`src/rtl/count_sequencer.sv`:
```
// count_sequencer: run/pause/step/one-shot sequencer for the 4-bit hex display count.
// Latency: all outputs registered; a control pulse sampled at edge e is visible after e.
// Backpressure: none; control inputs are single-cycle pulses, priority clear > stop > start > step.
// Ports: CLOCK_50/reset_n clock and async active-low reset; start/stop/step/clear control
//   pulses; speed selects the advance period; mode 0 wraps, mode 1 stops at limit;
//   count drives the 7-segment decoder; tick pulses per advance; running/done show state.
module count_sequencer #(
   parameter int CLK_HZ = 50_000_000,
   parameter int DIV_W  = 27
) (
   input  logic       CLOCK_50,
   input  logic       reset_n,
   input  logic       start,
   input  logic       stop,
   input  logic       step,
   input  logic       clear,
   input  logic [1:0] speed,
   input  logic       mode,
   input  logic [3:0] limit,
   output logic [3:0] count,
   output logic       tick,
   output logic       running,
   output logic       done
);

   typedef enum logic [1:0] {IDLE, RUN, PAUSE, DONE} state_t;

   localparam logic [DIV_W-1:0] RELOAD_2HZ  = DIV_W'(CLK_HZ / 2 - 1);
   localparam logic [DIV_W-1:0] RELOAD_1HZ  = DIV_W'(CLK_HZ - 1);
   localparam logic [DIV_W-1:0] RELOAD_HALF = DIV_W'(2 * CLK_HZ - 1);

   state_t           state, state_nxt;
   logic [DIV_W-1:0] div, div_nxt;
   logic [DIV_W-1:0] reload;
   logic [3:0]       count_nxt;
   logic [3:0]       count_inc;
   logic [3:0]       adv_count;
   logic             adv_done;
   logic             adv;

   // Reload is taken from the live speed input, so a speed change only
   // lands at the next reload and never stretches the current period.
   always_comb begin
      reload = '0;
      case (speed)
         2'b00:   reload = '0;
         2'b01:   reload = RELOAD_2HZ;
         2'b10:   reload = RELOAD_1HZ;
         default: reload = RELOAD_HALF;
      endcase
   end

   // Result of one advance from the current count, evaluated against the
   // live limit/mode so changes to either apply at the next advance.
   always_comb begin
      count_inc = count + 4'd1;
      adv_count = count_inc;
      adv_done  = 1'b0;
      if (count == limit) begin
         adv_count = mode ? count : 4'd0;
         adv_done  = mode;
      end else begin
         adv_done  = mode && (count_inc == limit);
      end
   end

   always_comb begin
      state_nxt = state;
      count_nxt = count;
      div_nxt   = div;
      adv       = 1'b0;
      if (clear) begin
         state_nxt = IDLE;
         count_nxt = 4'd0;
         div_nxt   = reload;
      end else begin
         case (state)
            IDLE: begin
               div_nxt = reload;
               // An asserted stop masks start/step even though it has no effect here.
               if (!stop) begin
                  if (start) begin
                     state_nxt = (mode && (count == limit)) ? DONE : RUN;
                  end else if (step) begin
                     adv = 1'b1;
                  end
               end
            end
            RUN: begin
               // The divider keeps running on the stop edge, so an advance due
               // on that edge still happens and the residual is one lower.
               if (div == '0) begin
                  adv     = 1'b1;
                  div_nxt = reload;
               end else begin
                  div_nxt = div - DIV_W'(1);
               end
               if (stop) begin
                  state_nxt = PAUSE;
               end
            end
            PAUSE: begin
               if (!stop) begin
                  if (start) begin
                     state_nxt = RUN;
                  end else if (step) begin
                     adv = 1'b1;
                  end
               end
            end
            default: begin
               if (!stop && start) begin
                  state_nxt = RUN;
                  count_nxt = 4'd0;
                  div_nxt   = reload;
               end
            end
         endcase
         // A one-shot advance reaching the limit wins over a same-cycle stop.
         if (adv) begin
            count_nxt = adv_count;
            if (adv_done) begin
               state_nxt = DONE;
            end
         end
      end
   end

   always_ff @(posedge CLOCK_50 or negedge reset_n) begin
      if (!reset_n) begin
         state   <= IDLE;
         div     <= '0;
         count   <= 4'd0;
         tick    <= 1'b0;
         running <= 1'b0;
         done    <= 1'b0;
      end else begin
         state   <= state_nxt;
         div     <= div_nxt;
         count   <= count_nxt;
         tick    <= adv;
         running <= (state_nxt == RUN);
         done    <= (state_nxt == DONE);
      end
   end

endmodule

```
`config.mk`:
```
export PLATFORM = sky130hd
export DESIGN_NAME = count_sequencer
export DESIGN_NICKNAME = d
export VERILOG_FILES = /design/src/rtl/count_sequencer.sv
export SDC_FILE = /design/constraint.sdc
export NUM_CORES = 1
export LEC_CHECK = 0
export BUFFER_PORTS_ARGS = -buffer_cell sky130_fd_sc_hd__buf_2
export CORE_UTILIZATION = 35
export CTS_CLUSTER_DIAMETER = 200
export DETAILED_ROUTE_END_ITERATION = 7
export HOLD_SLACK_MARGIN = 0.15
export MAX_ROUTING_LAYER = met4
export PLACE_DENSITY_LB_ADDON = 0.12
export SYNTH_ARGS = -nofsm -noshare
export SYNTH_HDL_FRONTEND = slang
export SYNTH_SLANG_ARGS = --single-unit
```
`constraint.sdc`:
```
create_clock -name CLOCK_50 -period 2.2 [get_ports CLOCK_50]
set_input_delay 0.22 -clock CLOCK_50 [delete_from_list [all_inputs] [get_ports CLOCK_50]]
set_output_delay 0.22 -clock CLOCK_50 [all_outputs]
set_load 0.01 [all_outputs]
```
==> metrics.md <==
| Metric | Value |
|---|---|
| GRT overflow | 0 |
| Die W | 86.2 um |
| Seq/Total Area, Yosys | 0.363 |
| Pwr Total | 1.99 mW |
| CTS tree | yes |
| Port-buffer cells | 19 |
| Register area | between 900 and 1000 um2 |
| EDFF count, synth | 0 |
| Arrival time worst endpoint | 2.28 ns |
| Hpwl dp | 4780 um |
| Most common cell after layout, fill and taps aside | dfrtp_1 |
| RSZ-0062 raised after global routing | yes |
| Critical path launch point | div[19]$_DFFE_PN0P_ |
| Multi-input logic area | 1460 um2 |
| R2r setup slk | approximately 0.094 ns |
| Min-Delay Path Class | in2reg |
| Iter 0 DRT Violations | 109 |
| Worst R2R End | div[15]$_DFFE_PN0P_ |
| Worst EP required | between 2 and 2.5 ns |
| CP endpoint kind | register |
| Slew Limit Fails | 0 |
| Antenna Violating Nets Remaining | 0 |
| Status | finished, final reports clean |
| Post-Place Setup Slack | 0.0818 ns |
| #FFs+latches synth | 36 |
| Final worst path period need | between 2 and 2.5 ns |
| WL/cell | 15.2 um |
| Vias/cell | 5.37 |
| Overall Global Routing Usage | 0.192 |
| Core area | a little under 7000 um2 |
| Worst r2r src | div[19]$_DFFE_PN0P_ |
| Vias in the first global route | 2172 |
| PwrDens | 648 nW/um2 |
| Fin nets | 347 |
| Dpl cell area | approximately 2800 um2 |
| Initial core utilization | 0.363 |
| CP Class | reg2reg |
| DRT Pass-1 Iters | 4 |
| Clk slew on worst S/H paths | 0.08 ns |
| Cell count after synthesis | between 200 and 300 |
| Top Ports | 20 |
| Worst-margin pin slew | ~0.86 ns |
| Leakage Power | 1.31 nW |
| Antenna diodes | 0 |
| Largest net degree at the start of global routing | 37 |
| Max Cap Viol | 0 |
| Die Ht | approximately 86 um |
| Worst Setup EP | div[15]$_DFFE_PN0P_ |
| Worst-path fanout max | 12 |
| Initial antenna violation count | 0 |
| Layout cell share with drive strength beyond 1 | 0.252 |
| Final hold violation count | 0 |
| Syn_nets | around 300 |
| Worst R2R Path Depth | 6 |
| Synth-to-layout area growth | 23.9% |
| Via count | 2284 |
| Clock Root Buffer | clkbuf_8 |
| Post-Syn Area | 2480 um2 |
| Fill count | 692 |
| Clk Latency, worst-skew pair | approximately 0.29 ns |
| Gp weighted congestion | approximately 0.82 |
| DRC Markers | 0 |
| Final core utilization | 0.450 |
| DIE AREA | 7420 um2 |
| First-pass GRT wire length | ~11000 um |
| Synth warn | 0 |
| FP Rows | 30 |
| Maximum VDD drop | around 330 uV |
| Netlist cell types | 61 |
| H-tree depth | 2 |
| Total wire length | between 6000 and 7000 um |
| Tcrit/Tclk final | 0.957 |
| Critical Path Source Type | register |
| FFs w/ async S/R, synth | 1.00 |
| Endpoints failing setup | 0 |
| Most frequent cells in the layout | dfrtp_1 (36), buf_4 (35), nand2_1 (25), nor2_1 (25), buf_2 (19) |
| Final instance area | 3070 um2 |
| Clock Tree Buf Depth | 2 |
| Inserted Clock Buffers | 5 |
| Avg Cell Area, Syn | 8.88 um2 |
| Fmax achieved | 475 MHz |
| Min setup slack post-route | 0.0941 ns |
| Clock Skew | 0.00563 ns |
| Clock sinks | 36 |
| Relative slew slack | 0.424 |
| Post-synth top flop | dfrtp_1 |
## stage by stage
stage / hold slack [ns] / std cells / setup TNS [ns]
6_report: 0.243 / 425 / 0
5_1_grt: 0.257 / 425 / -0.000189
4_1_cts: 0.227 / 421 / 0
3_5_place_dp: 0.387 / 412 / 0
3_3_place_gp: 0.388 / 412 / 0
2_1_floorplan: -0.0756 / 279 / 0
## repair_timing
item | 4_1_cts | 5_1_grt
setup endpoints to repair | 0 | 21
hold endpoints to repair | 36 | 0
buffers inserted | 0 | 4
gates resized for setup | 0 | 6
hold buffers | 1 | 0
## cell usage after synthesis, types with 3 or more instances
cell type / number / area (um2)
nand2_1: 25 / 93.8
xor2_1: 5 / 43.8
nor3_1: 10 / 50.1
or4_1: 3 / 22.5
a21oi_1: 13 / 65.1
nor4_1: 7 / 43.8
a211oi_1: 6 / 45.0
inv_1: 16 / 60.1
or3_1: 4 / 25.0
o21ai_0: 12 / 60.1
a31oi_1: 8 / 50.1
o211ai_1: 6 / 45.0
nor2_1: 25 / 93.8
nor4b_1: 4 / 35.0
dfrtp_1: 36 / 901
ha_1: 6 / 75.1
xnor2_1: 4 / 35.0
o22ai_1: 5 / 31.3
clkbuf_1: 6 / 22.5
nand3_1: 12 / 60.1
a21o_1: 7 / 52.6
and3_1: 3 / 18.8
buf_6: 4 / 45.0
nand4_1: 4 / 25.0
## worst min-delay path by stage
| stage | startpoint | endpoint | slack [ns] | depth (start not counted) |
|---|---|---|---|---|
| floorplan | reset_n | count[0]$_DFFE_PN0P_ | -0.08 | 0 |
| global placement | reset_n | count[3]$_DFFE_PN0P_ | 0.39 | 1 |
| detailed placement | reset_n | count[3]$_DFFE_PN0P_ | 0.39 | 1 |
| CTS | clear | state[1]$_DFF_PN0_ | 0.23 | 2 |
| global route | clear | state[1]$_DFF_PN0_ | 0.26 | 2 |
| finish | clear | state[1]$_DFF_PN0_ | 0.24 | 2 |
## worst max-delay path, stage by stage, from the launching register on
cell and delay (ns):
dfrtp_1 0.38, or4_4 0.57, and4bb_2 0.37, a21oi_2 0.13
buf_4 0.22, nor2_1 0.20, o22ai_1 0.10
## sequential cells by signal (all words and copies together), names as in the netlist
signal,flops
running,1
done,1
state,2
div,27
tick,1
count,4
## area by class of cell
class                      count  area share
inverter                      16      0.0196
sequential                    36       0.293
clock buffer                   5      0.0224
timing repair buffer          55       0.120
tap                           96      0.0391
multi-input combinational    214       0.477
clock inverter                 3      0.0293
## cells by family (layout without fill, tap and decap cells)
logic type	Yosys count	count (layout)	synth area share
compound gates	81	81	0.240
xor+xnor	9	9	0.0318
fa+ha+maj	6	6	0.0303
buf+inv	29	79	0.0586
flops	36	36	0.363
mux	2	2	0.00808
simple gates	116	116	0.268
## power breakdown
| part | switching [mW] | internal [mW] |
|---|---|---|
| registers | 0.0673 | 0.723 |
| logic | 0.207 | 0.168 |
| clock network | 0.259 | 0.567 |
| total | 0.534 | 1.46 |
## layer usage
metal	vias up	track usage	routed length, um
met5	-	-	0
met4	0	0.0500	72
met3	7	0.0298	203
met2	31	0.321	3150
met1	1096	0.243	3060
li1	1150	-	-
No activity file was read; power rests on OpenSTA's default activity.
